File: src/rtl/count_bcd_display_if.sv
// Bundle of the count value strobe, conversion status, BCD result and display pins.
// The counter side is the master; count_bcd_display is the slave.
interface count_bcd_display_if;
  logic [7:0] value;
  logic       value_valid;
  logic       freeze;
  logic       busy;
  logic       done;
  logic [3:0] bcd_hun;
  logic [3:0] bcd_ten;
  logic [3:0] bcd_one;
  logic [6:0] seg;
  logic [2:0] dig_en;

  modport master (
    output value, value_valid, freeze,
    input  busy, done, bcd_hun, bcd_ten, bcd_one, seg, dig_en
  );

  modport slave (
    input  value, value_valid, freeze,
    output busy, done, bcd_hun, bcd_ten, bcd_one, seg, dig_en
  );
endinterface

File: src/rtl/count_bcd_display.sv
// Sequential double-dabble binary-to-BCD converter (one shift per clock) feeding a
// time-multiplexed 3-digit 7-segment scanner with optional leading-zero blanking.
module count_bcd_display #(
  parameter int SCAN_DIV = 1024,
  parameter bit LZB      = 1'b1
) (
  input logic            clk,
  input logic            rst_n,
  count_bcd_display_if.slave bus
);

  localparam int PW = (SCAN_DIV > 2) ? $clog2(SCAN_DIV) : 1;

  typedef enum logic {S_IDLE, S_SHIFT} state_t;

  state_t      state_q;
  logic [19:0] shift_q;
  logic [2:0]  iter_q;
  logic        pend_q;
  logic [7:0]  pend_val_q;
  logic        busy_q;
  logic        done_q;
  logic [3:0]  bcd_hun_q, bcd_ten_q, bcd_one_q;
  logic [3:0]  disp_hun_q, disp_ten_q, disp_one_q;
  logic [PW-1:0] presc_q;
  logic [1:0]  scan_idx_q;
  logic [6:0]  seg_q, seg_d;
  logic [2:0]  dig_en_q, dig_en_d;

  logic [19:0] adj_d;
  logic [19:0] shifted_d;

  function automatic logic [6:0] seg_code(input logic [3:0] d);
    case (d)
      4'd0:    seg_code = 7'h3F;
      4'd1:    seg_code = 7'h06;
      4'd2:    seg_code = 7'h5B;
      4'd3:    seg_code = 7'h4F;
      4'd4:    seg_code = 7'h66;
      4'd5:    seg_code = 7'h6D;
      4'd6:    seg_code = 7'h7D;
      4'd7:    seg_code = 7'h07;
      4'd8:    seg_code = 7'h7F;
      4'd9:    seg_code = 7'h6F;
      default: seg_code = 7'h00;
    endcase
  endfunction

  // Add-3 correction on each BCD nibble before the shift.
  genvar gi;
  generate
    for (gi = 0; gi < 3; gi++) begin : g_adj
      logic [3:0] nib;
      assign nib = shift_q[8+4*gi +: 4];
      assign adj_d[8+4*gi +: 4] = (nib >= 4'd5) ? nib + 4'd3 : nib;
    end
  endgenerate
  assign adj_d[7:0] = shift_q[7:0];
  assign shifted_d  = {adj_d[18:0], 1'b0};

  always_ff @(posedge clk) begin
    if (rst_n) begin
      state_q    <= S_IDLE;
      shift_q    <= '0;
      iter_q     <= '0;
      pend_q     <= 1'b0;
      pend_val_q <= '0;
      busy_q     <= 1'b0;
      done_q     <= 1'b0;
      bcd_hun_q  <= '0;
      bcd_ten_q  <= '0;
      bcd_one_q  <= '0;
      disp_hun_q <= '0;
      disp_ten_q <= '0;
      disp_one_q <= '0;
    end else begin
      done_q <= 1'b0;
      if (done_q && !bus.freeze) begin
        disp_hun_q <= bcd_hun_q;
        disp_ten_q <= bcd_ten_q;
        disp_one_q <= bcd_one_q;
      end
      case (state_q)
        S_IDLE: begin
          // A fresh strobe takes priority over a queued value.
          if (bus.value_valid || pend_q) begin
            shift_q <= {12'b0, bus.value_valid ? bus.value : pend_val_q};
            iter_q  <= '0;
            pend_q  <= 1'b0;
            busy_q  <= 1'b1;
            state_q <= S_SHIFT;
          end
        end
        S_SHIFT: begin
          shift_q <= shifted_d;
          iter_q  <= iter_q + 3'd1;
          if (bus.value_valid) begin
            pend_val_q <= bus.value;
            pend_q     <= 1'b1;
          end
          if (iter_q == 3'd7) begin
            bcd_hun_q <= shifted_d[19:16];
            bcd_ten_q <= shifted_d[15:12];
            bcd_one_q <= shifted_d[11:8];
            done_q    <= 1'b1;
            busy_q    <= 1'b0;
            state_q   <= S_IDLE;
          end
        end
        default: state_q <= S_IDLE;
      endcase
    end
  end

  always_comb begin
    logic [3:0] digit;
    logic       blank;
    digit    = disp_one_q;
    blank    = 1'b0;
    dig_en_d = 3'b001;
    case (scan_idx_q)
      2'd1: begin
        digit    = disp_ten_q;
        blank    = LZB && (disp_hun_q == 4'd0) && (disp_ten_q == 4'd0);
        dig_en_d = 3'b010;
      end
      2'd2: begin
        digit    = disp_hun_q;
        blank    = LZB && (disp_hun_q == 4'd0);
        dig_en_d = 3'b100;
      end
      default: ;
    endcase
    seg_d = blank ? 7'h00 : seg_code(digit);
  end

  always_ff @(posedge clk) begin
    if (rst_n) begin
      presc_q    <= '0;
      scan_idx_q <= 2'd0;
      seg_q      <= 7'h3F;
      dig_en_q   <= 3'b001;
    end else begin
      if (presc_q == PW'(SCAN_DIV - 1)) begin
        presc_q    <= '0;
        scan_idx_q <= (scan_idx_q == 2'd2) ? 2'd0 : scan_idx_q + 2'd1;
      end else begin
        presc_q <= presc_q + 1'b1;
      end
      seg_q    <= seg_d;
      dig_en_q <= dig_en_d;
    end
  end

  assign bus.busy    = busy_q;
  assign bus.done    = done_q;
  assign bus.bcd_hun = bcd_hun_q;
  assign bus.bcd_ten = bcd_ten_q;
  assign bus.bcd_one = bcd_one_q;
  assign bus.seg     = seg_q;
  assign bus.dig_en  = dig_en_q;

endmodule

File: src/flat_wrapper.sv
// flat-port wrapper written by rule: the top's interface ports become plain ports
module count_bcd_display_flat 
#(
  parameter int SCAN_DIV = 1024,
  parameter bit LZB      = 1'b1
)
  (clk, rst_n, bus_value, bus_value_valid, bus_freeze, bus_busy, bus_done, bus_bcd_hun, bus_bcd_ten, bus_bcd_one, bus_seg, bus_dig_en);
  count_bcd_display_if bus_i ();
  input logic clk;
  input logic rst_n;
  input wire logic [$bits(bus_i.value)-1:0] bus_value;
  input wire logic [$bits(bus_i.value_valid)-1:0] bus_value_valid;
  input wire logic [$bits(bus_i.freeze)-1:0] bus_freeze;
  output wire logic [$bits(bus_i.busy)-1:0] bus_busy;
  output wire logic [$bits(bus_i.done)-1:0] bus_done;
  output wire logic [$bits(bus_i.bcd_hun)-1:0] bus_bcd_hun;
  output wire logic [$bits(bus_i.bcd_ten)-1:0] bus_bcd_ten;
  output wire logic [$bits(bus_i.bcd_one)-1:0] bus_bcd_one;
  output wire logic [$bits(bus_i.seg)-1:0] bus_seg;
  output wire logic [$bits(bus_i.dig_en)-1:0] bus_dig_en;
  assign bus_i.value = bus_value;
  assign bus_i.value_valid = bus_value_valid;
  assign bus_i.freeze = bus_freeze;
  assign bus_busy = bus_i.busy;
  assign bus_done = bus_i.done;
  assign bus_bcd_hun = bus_i.bcd_hun;
  assign bus_bcd_ten = bus_i.bcd_ten;
  assign bus_bcd_one = bus_i.bcd_one;
  assign bus_seg = bus_i.seg;
  assign bus_dig_en = bus_i.dig_en;
  count_bcd_display #(.SCAN_DIV(SCAN_DIV), .LZB(LZB)) u_core (.clk(clk), .rst_n(rst_n), .bus(bus_i));
endmodule
File: config.mk
export PLATFORM = sky130hd
export DESIGN_NAME = count_bcd_display_flat
export DESIGN_NICKNAME = d
export VERILOG_FILES = /design/src/rtl/count_bcd_display_if.sv /design/src/rtl/count_bcd_display.sv /design/src/flat_wrapper.sv
export SDC_FILE = /design/constraint.sdc
export NUM_CORES = 1
export LEC_CHECK = 0
export BUFFER_PORTS_ARGS = -buffer_cell sky130_fd_sc_hd__buf_4
export CORE_AREA = 2 2 79 81
export DETAILED_ROUTE_END_ITERATION = 6
export DIE_AREA = 0 0 81 83
export PLACE_DENSITY = 0.87
export SYNTH_ARGS = -nofsm -noshare
export SYNTH_HDL_FRONTEND = slang
export SYNTH_SLANG_ARGS = --single-unit
File: constraint.sdc
create_clock -name clk -period 3.8 [get_ports clk]
set_input_delay 0.19 -clock clk [delete_from_list [all_inputs] [get_ports clk]]
set_output_delay 0.19 -clock clk [all_outputs]
set_load 0.03 [all_outputs]
==> results of run 1 <==
==> where the power goes <==
part	internal [W]	total [W]	leakage, nW	switching (W)
logic	0.0000311	0.0000791	0.838	0.0000479
registers	0.000864	0.000878	0.656	0.0000145
clock network	0.000231	0.000509	0.0733	0.000279
==> per-stage QoR <==
stage	instance area (um^2)	cells	setup WS, ns
final	4020	514	1.46
after global routing	4020	514	1.25
after CTS	4020	514	1.43
after detailed placement	3870	500	1.47
after global placement	3870	500	1.59
after floorplan	3610	410	1.86
==> cell families after synthesis <==
| logic type | count (synthesis) | synth area share |
|---|---|---|
| multiplexers | 11 | 0.0385 |
| XOR/XNOR | 11 | 0.0267 |
| buffers and inverters | 36 | 0.0447 |
| AND/OR/NAND/NOR | 157 | 0.207 |
| flip-flops | 81 | 0.449 |
| adder cells (fa/ha/maj) | 21 | 0.0728 |
| AO/OA/AOI/OAI | 93 | 0.162 |
==> critical path: cells and delay by family (launching register included) <==
kind                       cells  cell delay (ns)
muxes                          1             0.40
adders and majority gates      2             0.77
buffers and inverters          2             0.25
DFF                            1             0.39
AOI/OAI and AO/OA              3             0.43
==> area by class of cell <==
class | instances | area, um^2 | share of cell area
clock buffer | 13 | 139 | 0.0346
clock inverter | 1 | 5.00 | 0.00125
inverter | 14 | 52.6 | 0.0131
multi-input combinational | 293 | 1830 | 0.455
sequential | 81 | 1620 | 0.404
tap | 75 | 93.8 | 0.0234
timing repair buffer | 37 | 278 | 0.0691
==> sequential cells by signal, indices dropped and copies added (netlist names), 2 cells and up <==
name                cells
u_core.shift_q         20
u_core.presc_q         10
u_core.pend_val_q       8
u_core.bus.seg          7
u_core.bus.bcd_hun      4
u_core.bus.bcd_one      4
u_core.bus.bcd_ten      4
u_core.disp_hun_q       4
u_core.disp_one_q       4
u_core.disp_ten_q       4
u_core.bus.dig_en       3
u_core.iter_q           3
u_core.scan_idx_q       2
==> how the worst min path moves through the flow <==
stage,from,to,slack [ns],depth (start not counted)
2_1_floorplan,bus_value[6],u_core.pend_val_q[6]$_SDFFE_PP0P_,0.35,2
3_3_place_gp,u_core.pend_val_q[2]$_SDFFE_PP0P_,u_core.pend_val_q[2]$_SDFFE_PP0P_,0.44,2
3_5_place_dp,u_core.pend_val_q[5]$_SDFFE_PP0P_,u_core.pend_val_q[5]$_SDFFE_PP0P_,0.45,2
4_1_cts,bus_value[3],u_core.pend_val_q[3]$_SDFFE_PP0P_,0.11,3
5_1_grt,bus_value[6],u_core.pend_val_q[6]$_SDFFE_PP0P_,0.11,3
6_report,bus_value[3],u_core.pend_val_q[3]$_SDFFE_PP0P_,0.13,3
==> layer usage <==
metal / vias up / global-route usage
met1: 1310 / 0.289
met2: 63 / 0.365
met4: 0 / 0.0755
li1: 1454 / -
met5: - / 0
met3: 15 / 0.0543
==> Yosys cell counts, types with 2 or more instances <==
library cell,instances
nand3b_1,7
a211oi_1,2
nor4_1,2
nor3b_1,2
and3_1,2
a21oi_2,2
clkbuf_1,9
nor2b_1,4
a311oi_1,3
mux2i_1,8
mux2i_4,2
or3b_1,3
xor2_1,5
nand2b_1,8
nor3_1,7
o21ai_0,6
xnor2_1,6
ha_1,21
nor2_1,36
a221oi_1,7
nand3_1,12
and2_1,2
nand2_1,65
a21oi_1,43
buf_2,9
buf_1,2
o21ai_1,10
dfxtp_1,81
inv_1,14
a22o_1,12
buf_6,2
a21o_1,3
==> impl_metrics.json, run 1 <==
{
  "grt.overflow.total": 0,
  "rsz0062_at_grt": "no",
  "arrival_ns": 2.58,
  "cts_resized": 0,
  "critical_path_class": "register to register",
  "p_total_w": 0.00147,
  "place.gp.congestion": 0.820,
  "gr-usage-all-layers": 0.224,
  "syn_to_final_growth_pct": 11.3,
  "syn_inst": 410,
  "synth_top_cell_by_area": "dfxtp_1",
  "grt_pass1_vias": 2631,
  "synth.distinct_cells": 45,
  "max_stage_delay_ns": 0.57,
  "finalCritPeriodShare": 0.616,
  "drtIter0Drc": 188,
  "crit_required_ns": 4.04,
  "slowest_stage": "ha_1",
  "initial_core_util": 0.621,
  "ant_nets": 0,
  "vias_per_cell": 5.53,
  "regToRegEndpoint": "u_core.bus.seg[4]$_SDFF_PP1_",
  "highest_layer": "met4",
  "cts_tree": "done",
  "hold_path_class": "input pin to register",
  "powerDensity_mw_per_mm2": 365,
  "fp-row-count": 28,
  "fmax_ghz": 0.427,
  "numCtsBuffers": 9,
  "drcViolationCount": 0,
  "path_cells": "inv_1, ha_1, mux2i_4, inv_1, ha_1, o21ai_0, o22ai_1, a21o_1",
  "wl_met3_um": 273,
  "tightest_slew_ns": 0.715,
  "fin_util": 0.691,
  "synth.area.top_cells": "dfxtp_1 (45%), ha_1 (7.3%), nand2_1 (6.8%)",
  "drive_above_1_share": 0.132,
  "cap_violations": 0,
  "grt_max_degree": 61,
  "synth_edf_count": 0,
  "crit_end": "u_core.bus.seg[4]$_SDFF_PP1_",
  "setup_viol_count_final": 0,
  "critPathLaunch": "u_core.scan_idx_q[1]$_SDFFE_PP0N_",
  "clock_sinks": 81,
  "drv_slew": 0,
  "core_area_mm2": 0.00582,
  "outcome": "finished clean",
  "r2r_cells": 8,
  "wl_per_cell_um": 13.8,
  "p_leak_nw": 1.57,
  "port_buffers": 35,
  "met2WireLength_um": 3460,
  "drt_wl_total_um": 7110,
  "vias": 2842,
  "final_cell_mix": "dfxtp_1 (81), nand2_1 (65), a21oi_1 (43), buf_4 (37), nor2_1 (36)",
  "yosys_warnings": 0,
  "cts_hold_buf": 0,
  "die_w_um": 81,
  "crit_path_start_kind": "register",
  "end_kind": "register",
  "finalHoldViolations": 0,
  "syn_area_mm2": 0.00361,
  "nets": 469,
  "cts_root_buffer": "clkbuf_8",
  "final_common_cell": "dfxtp_1",
  "insertion_delay_ns": 0.34,
  "htree_levels": 3,
  "clockBufferDepth": 2,
  "grt_first_pass_wirelength_um": 11900,
  "dp_hpwl_um": 4900,
  "whs_ns": 0.127,
  "rrSetupSlack_ns": 1.46,
  "post-cts-setup-buffer-count": 0,
  "wl_met1_um": 3240,
  "fp.dieH_um": 83,
  "ys_async_sr_fraction": 0,
  "synth_top_area_frac": 0.449,
  "die_area_mm2": 0.00672,
  "antenna_found_initial": 0,
  "syn_nets": 443,
  "relSlewSlack": 0.523,
  "io-pin-count": 36,
  "setup_tns_ns": 0,
  "seq_area_frac_synth": 0.449,
  "ys_ff_latch": 81,
  "ir_worst_vdd_mv": 0.264,
  "synthFlopType": "dfxtp_1",
  "diodes": 0,
  "fin_crit_ns": 2.34,
  "path_clk_slew_ns": 0.08,
  "cp_max_fo": 8,
  "skew_ns": 0.00646,
  "firstDrtPassIters": 5,
  "avgSynthCellArea_um2": 8.81,
  "fill_cells": 472,
  "r2r_start": "u_core.scan_idx_q[1]$_SDFFE_PP0N_"
}
(Power assumes the default switching activity.)
==> run 2: changes to the inputs <==
--- a/config.mk
+++ b/config.mk
@@ -6,10 +6,10 @@
 export NUM_CORES = 1
 export LEC_CHECK = 0
 export BUFFER_PORTS_ARGS = -buffer_cell sky130_fd_sc_hd__buf_4
-export CORE_AREA = 2 2 79 81
+export CORE_AREA = 2 2 82 84
 export DETAILED_ROUTE_END_ITERATION = 6
-export DIE_AREA = 0 0 81 83
-export PLACE_DENSITY = 0.87
+export DIE_AREA = 0 0 84 86
+export PLACE_DENSITY = 0.82
 export SYNTH_ARGS = -nofsm -noshare
 export SYNTH_HDL_FRONTEND = slang
 export SYNTH_SLANG_ARGS = --single-unit
==> constraint.sdc (replaced) <==
create_clock -name clk -period 2.35 [get_ports clk]
set_input_delay 0.1175 -clock clk [delete_from_list [all_inputs] [get_ports clk]]
set_output_delay 0.1175 -clock clk [all_outputs]
set_load 0.03 [all_outputs]
==> run 2 against run 1 <==
Effect of this change:
- non-clock buffer count is 2 higher
- clock power increased by 98%
- first-iteration DRC count fell by 27%
- critical endpoint is now u_core.bus.seg[1]$_SDFF_PP1_
- critical path type unchanged
- critical path depth down 1
- worst hold slack got worse by 0.082 ns
- sequential share of layout area is 0.68 points lower
- sequential cell count is the same
==> impl_metrics.json, run 2 (same netlist as run 1, synthesis figures left out) <==
{
  "outcome": "finished clean",
  "grt_max_degree": 37,
  "end_kind": "register",
  "post-cts-setup-buffer-count": 0,
  "initial_core_util": 0.575,
  "grt.overflow.total": 0,
  "io-pin-count": 36,
  "cts_resized": 0,
  "drtIter0Drc": 138,
  "grt_pass1_vias": 2744,
  "max_stage_delay_ns": 0.42,
  "drv_slew": 0,
  "slowest_stage": "mux2i_2",
  "firstDrtPassIters": 4,
  "vias_per_cell": 5.59,
  "preCtsSetupSlack_ns": 0.240,
  "reg.largest.list": "u_core.shift_q x20, u_core.presc_q x10, u_core.pend_val_q x8",
  "fp-row-count": 29,
  "cts_root_buffer": "clkbuf_8",
  "nets": 471,
  "hold_path_class": "input pin to register",
  "htree_levels": 3,
  "cp_max_fo": 6,
  "syn_to_final_growth_pct": 13.2,
  "clock_sinks": 81,
  "cts_tree": "done",
  "skew_ns": 0.00703,
  "wl_per_cell_um": 14.2,
  "crit_required_ns": 2.59,
  "place.gp.congestion": 0.844,
  "setup_tns_ns": 0,
  "grt_first_pass_wirelength_um": 12600,
  "numCtsBuffers": 9,
  "crit_path_start_kind": "register",
  "rsz0062_at_grt": "no",
  "gr-usage-all-layers": 0.215,
  "finalCritPeriodShare": 0.911,
  "powerDensity_mw_per_mm2": 626,
  "finalHoldViolations": 0,
  "diodes": 0,
  "die_area_mm2": 0.00722,
  "relSlewSlack": 0.533,
  "final_cell_mix": "dfxtp_1 (81), nand2_1 (65), a21oi_1 (43), buf_4 (39), nor2_1 (36)",
  "fp.dieH_um": 86,
  "dp_hpwl_um": 5020,
  "largest_reg_flops": 20,
  "insertion_delay_ns": 0.35,
  "core_area_mm2": 0.00628,
  "setup_slack_ns": 0.209,
  "p_leak_nw": 1.61,
  "regMostFlops": "u_core.shift_q",
  "ant_nets": 0,
  "drt_wl_total_um": 7370,
  "path_clk_slew_ns": 0.08,
  "critical-path-top-delay-family": "adder cells",
  "antenna_found_initial": 0,
  "fmax_ghz": 0.467,
  "setup_viol_count_final": 0,
  "die_w_um": 84,
  "drive_above_1_share": 0.149,
  "fin_crit_ns": 2.14,
  "drcViolationCount": 0,
  "arrival_ns": 2.38,
  "port_buffers": 35,
  "vias": 2909,
  "crit_buf_inv": 2,
  "path_cells": "inv_1, ha_1, mux2i_2, inv_1, ha_1, o21ai_1, a21o_1",
  "ir_worst_vdd_mv": 0.398,
  "cap_violations": 0,
  "tightest_slew_ns": 0.699,
  "clockBufferDepth": 2,
  "critical_path_class": "register to register",
  "final_common_cell": "dfxtp_1",
  "cts_hold_buf": 0
}
-- run 2: cell count changes in the layout (fill, tap and decap cells not counted), sizes merged --
cell,previous run,this run
buf,37,39
bufinv,0,1
clkinv,1,4
clkinvlp,0,1
clkbuf,13,10
-- run 2: where the power goes --
| part | switching, W | internal [W] |
|---|---|---|
| combinational | 0.0000820 | 0.0000512 |
| sequential | 0.0000214 | 0.00140 |
| clock | 0.000496 | 0.000512 |
| total | 0.000599 | 0.00196 |
-- run 2: path summary, 6_finish.rpt --
path,startpoint,slack [ns],endpoint,depth (start not counted)
worst max-delay path,u_core.scan_idx_q[0]$_SDFFE_PP0N_,0.21,u_core.bus.seg[1]$_SDFF_PP1_,7
worst min-delay path,bus_value[5],0.04,u_core.pend_val_q[5]$_SDFFE_PP0P_,3
worst max register to register,u_core.scan_idx_q[0]$_SDFFE_PP0N_,0.21,u_core.bus.seg[1]$_SDFF_PP1_,7
worst min register to register,u_core.pend_val_q[4]$_SDFFE_PP0P_,0.46,u_core.pend_val_q[4]$_SDFFE_PP0P_,2
-- run 2: final cells by class --
type,count,area [um^2]
multi-input cells,293,1830
clock buffers,10,138
repair buffers,39,293
well taps,77,96.3
inverters,14,52.6
fillers,517,2190
flip-flops and latches,81,1620
clock inverters,6,57.6
-- run 2: worst reg2reg max path: cells and delay by family, from the launching register on --
| kind | cells | cell delay [ns] |
|---|---|---|
| compound gates | 2 | 0.25 |
| fa+ha+maj | 2 | 0.74 |
| buf+inv | 2 | 0.24 |
| flops | 1 | 0.38 |
| mux | 1 | 0.42 |
-- run 2: metrics by stage --
stage / cells / utilization / instance area (um^2) / total power [W] / hold WS, ns
after global routing: 520 / 0.651 / 4090 / 0.00265 / 0.0465
after global placement: 504 / 0.620 / 3890 / 0.00158 / 0.406
final: 520 / 0.651 / 4090 / 0.00256 / 0.0444
after detailed placement: 504 / 0.620 / 3890 / 0.00158 / 0.415
after floorplan: 410 / - / 3610 / 0.00154 / 0.278
after CTS: 520 / 0.651 / 4090 / 0.00257 / 0.0368
-- run 2: routing by layer --
layer | share of wire | vias up | wire length (um) | global-route usage
met4 | 0.024 | 0 | 179 | 0.119
met5 | 0 | - | 0 | 0
met2 | 0.49 | 59 | 3630 | 0.354
li1 | - | 1471 | - | -
met3 | 0.031 | 14 | 227 | 0.0308
met1 | 0.45 | 1365 | 3330 | 0.273
==> run 3: changes to the inputs <==
--- a/config.mk
+++ b/config.mk
@@ -6,10 +6,11 @@
 export NUM_CORES = 1
 export LEC_CHECK = 0
 export BUFFER_PORTS_ARGS = -buffer_cell sky130_fd_sc_hd__buf_4
-export CORE_AREA = 2 2 82 84
+export CORE_AREA = 2 2 80 82
+export CTS_BUF_LIST = sky130_fd_sc_hd__clkbuf_8
 export DETAILED_ROUTE_END_ITERATION = 6
-export DIE_AREA = 0 0 84 86
-export PLACE_DENSITY = 0.82
+export DIE_AREA = 0 0 82 84
+export PLACE_DENSITY = 0.85
 export SYNTH_ARGS = -nofsm -noshare
 export SYNTH_HDL_FRONTEND = slang
 export SYNTH_SLANG_ARGS = --single-unit
==> run 3 against run 2 <==
Effect of this change:
- worst hold slack worse by 0.028 ns
- core utilization increased by 2.0 points
- largest power group unchanged
- sequential cell count unchanged
- critical path depth rose by 1
- clock skew rose by 0.0039 ns
- critical endpoint is now u_core.bus.seg[4]$_SDFF_PP1_
- power is 0.32% lower
- combinational power is essentially flat
- final cell count did not move
==> impl_metrics.json, run 3 (same netlist as run 1, synthesis figures left out) <==
{
  "finalCritPeriodShare": 0.898,
  "end_kind": "register",
  "critical_path_class": "register to register",
  "cts_root_buffer": "clkbuf_8",
  "r2r_start": "u_core.scan_idx_q[1]$_SDFFE_PP0N_",
  "final_common_cell": "dfxtp_1",
  "arrival_ns": 2.36,
  "vias_per_cell": 5.51,
  "grt_max_degree": 55,
  "drive_above_1_share": 0.149,
  "clock_sinks": 81,
  "fin_crit_ns": 2.11,
  "clockBufferDepth": 2,
  "dp_hpwl_um": 4930,
  "grt.overflow.total": 0,
  "numCtsBuffers": 9,
  "fp-row-count": 29,
  "core_area_mm2": 0.00610,
  "hold_end": "u_core.iter_q[0]$_SDFFE_PP0P_",
  "ir_worst_vdd_mv": 0.417,
  "fp.dieH_um": 84,
  "max_stage_delay_ns": 0.49,
  "firstDrtPassIters": 5,
  "fill_cells": 471,
  "hold_depth": 2,
  "min_from": "rst_n",
  "vias": 2865,
  "crit_path_start_kind": "register",
  "gr-usage-all-layers": 0.227,
  "diodes": 0,
  "hold_path_class": "input pin to register",
  "wl_per_cell_um": 14.0,
  "syn_to_final_growth_pct": 13.3,
  "skew_ns": 0.0110,
  "io-pin-count": 36,
  "largest_reg_flops": 20,
  "grt_pass1_vias": 2802,
  "reg.largest.list": "u_core.shift_q x20, u_core.presc_q x10, u_core.pend_val_q x8",
  "crit_path_frequent_cell": "inv_1",
  "drv_slew": 0,
  "die_w_um": 82,
  "dpl_cell_area_mm2": 0.00389,
  "powerDensity_mw_per_mm2": 624,
  "relSlewSlack": 0.135,
  "insertion_delay_ns": 0.35,
  "regToRegEndpoint": "u_core.bus.seg[4]$_SDFF_PP1_",
  "post-cts-setup-buffer-count": 0,
  "path_clk_slew_ns": 0.07,
  "htree_levels": 3,
  "antenna_found_initial": 0,
  "rsz0062_at_grt": "no",
  "slowest_stage": "ha_2",
  "cts_resized": 0,
  "grt_first_pass_wirelength_um": 12200,
  "setup_tns_ns": 0,
  "rrSetupSlack_ns": 0.24,
  "ant_nets": 0,
  "fmax_ghz": 0.474,
  "crit_required_ns": 2.60,
  "outcome": "finished clean",
  "nets": 471,
  "initial_core_util": 0.592,
  "place.gp.congestion": 0.803,
  "tightest_slew_ns": 1.29,
  "cp_max_fo": 8,
  "port_buffers": 35,
  "drcViolationCount": 0,
  "die_area_mm2": 0.00689,
  "p_leak_nw": 1.60,
  "fin_area_mm2": 0.00409,
  "cts_tree": "done",
  "regMostFlops": "u_core.shift_q",
  "final_cell_mix": "dfxtp_1 (81), nand2_1 (65), a21oi_1 (43), buf_4 (39), nor2_1 (36)",
  "setup_viol_count_final": 0,
  "fin_util": 0.671,
  "cap_violations": 0,
  "drt_wl_total_um": 7290,
  "finalHoldViolations": 0,
  "drtIter0Drc": 99,
  "path_cells": "inv_1, ha_2, mux2i_4, inv_1, ha_1, o21ai_0, o22ai_1, a21o_1",
  "cts_hold_buf": 0,
  "r2r_cells": 8
}
[run 3: cell types whose count changed in the layout (fill, tap and decap cells not counted), sizes merged]
cell and change:
inv +1, clkinvlp +1, clkinv -2
[run 3: worst max-delay path, delay by kind of cell, from the launching register on]
kind	cells	cell delay [ns]
DFF	1	0.38
adders and majority gates	2	0.68
AOI/OAI and AO/OA	3	0.47
buffers and inverters	2	0.21
muxes	1	0.28
[run 3: power breakdown]
part | switching, W | internal (W)
clock network | 0.000490 | 0.000512
logic | 0.0000814 | 0.0000505
registers | 0.0000199 | 0.00140
total | 0.000592 | 0.00196
[run 3: final cells by class]
type                    count  area, um^2  area share
inverters                  14        52.6      0.0128
well taps                  77        96.3      0.0236
clock buffers              10         138      0.0336
repair buffers             39         293      0.0716
clock inverters             6        58.8      0.0144
flip-flops and latches     81        1620       0.396
multi-input cells         293        1830       0.448
[run 3: stage by stage]
stage / setup WS, ns / hold slack [ns] / power [W] / instances
detailed placement: 0.149 / 0.375 / 0.00158 / 504
finish: 0.240 / 0.0162 / 0.00255 / 520
global route: 0.0552 / 0.0195 / 0.00265 / 520
global placement: 0.260 / 0.364 / 0.00157 / 504
CTS: 0.123 / 0.00517 / 0.00257 / 520
floorplan: 0.406 / 0.278 / 0.00154 / 410
[run 3: per-layer routing]
layer	vias up	share of wire	track usage
li1	1462	-	-
met1	1321	0.43	0.272
met2	62	0.50	0.365
met3	20	0.041	0.0519
met4	0	0.028	0.129
met5	-	0	0
[run 3: how the worst max path moves through the flow]
stage                                            startpoint                            to  slack, ns  depth (start not counted)
final                     u_core.scan_idx_q[1]$_SDFFE_PP0N_  u_core.bus.seg[4]$_SDFF_PP1_       0.24                          8
after global routing      u_core.scan_idx_q[1]$_SDFFE_PP0N_  u_core.bus.seg[4]$_SDFF_PP1_       0.06                          8
after floorplan           u_core.scan_idx_q[0]$_SDFFE_PP0N_  u_core.bus.seg[1]$_SDFF_PP1_       0.41                          8
after detailed placement  u_core.scan_idx_q[0]$_SDFFE_PP0N_  u_core.bus.seg[4]$_SDFF_PP1_       0.15                          8
after CTS                 u_core.scan_idx_q[1]$_SDFFE_PP0N_  u_core.bus.seg[4]$_SDFF_PP1_       0.12                          8
after global placement    u_core.scan_idx_q[0]$_SDFFE_PP0N_  u_core.bus.seg[4]$_SDFF_PP1_       0.26                          8
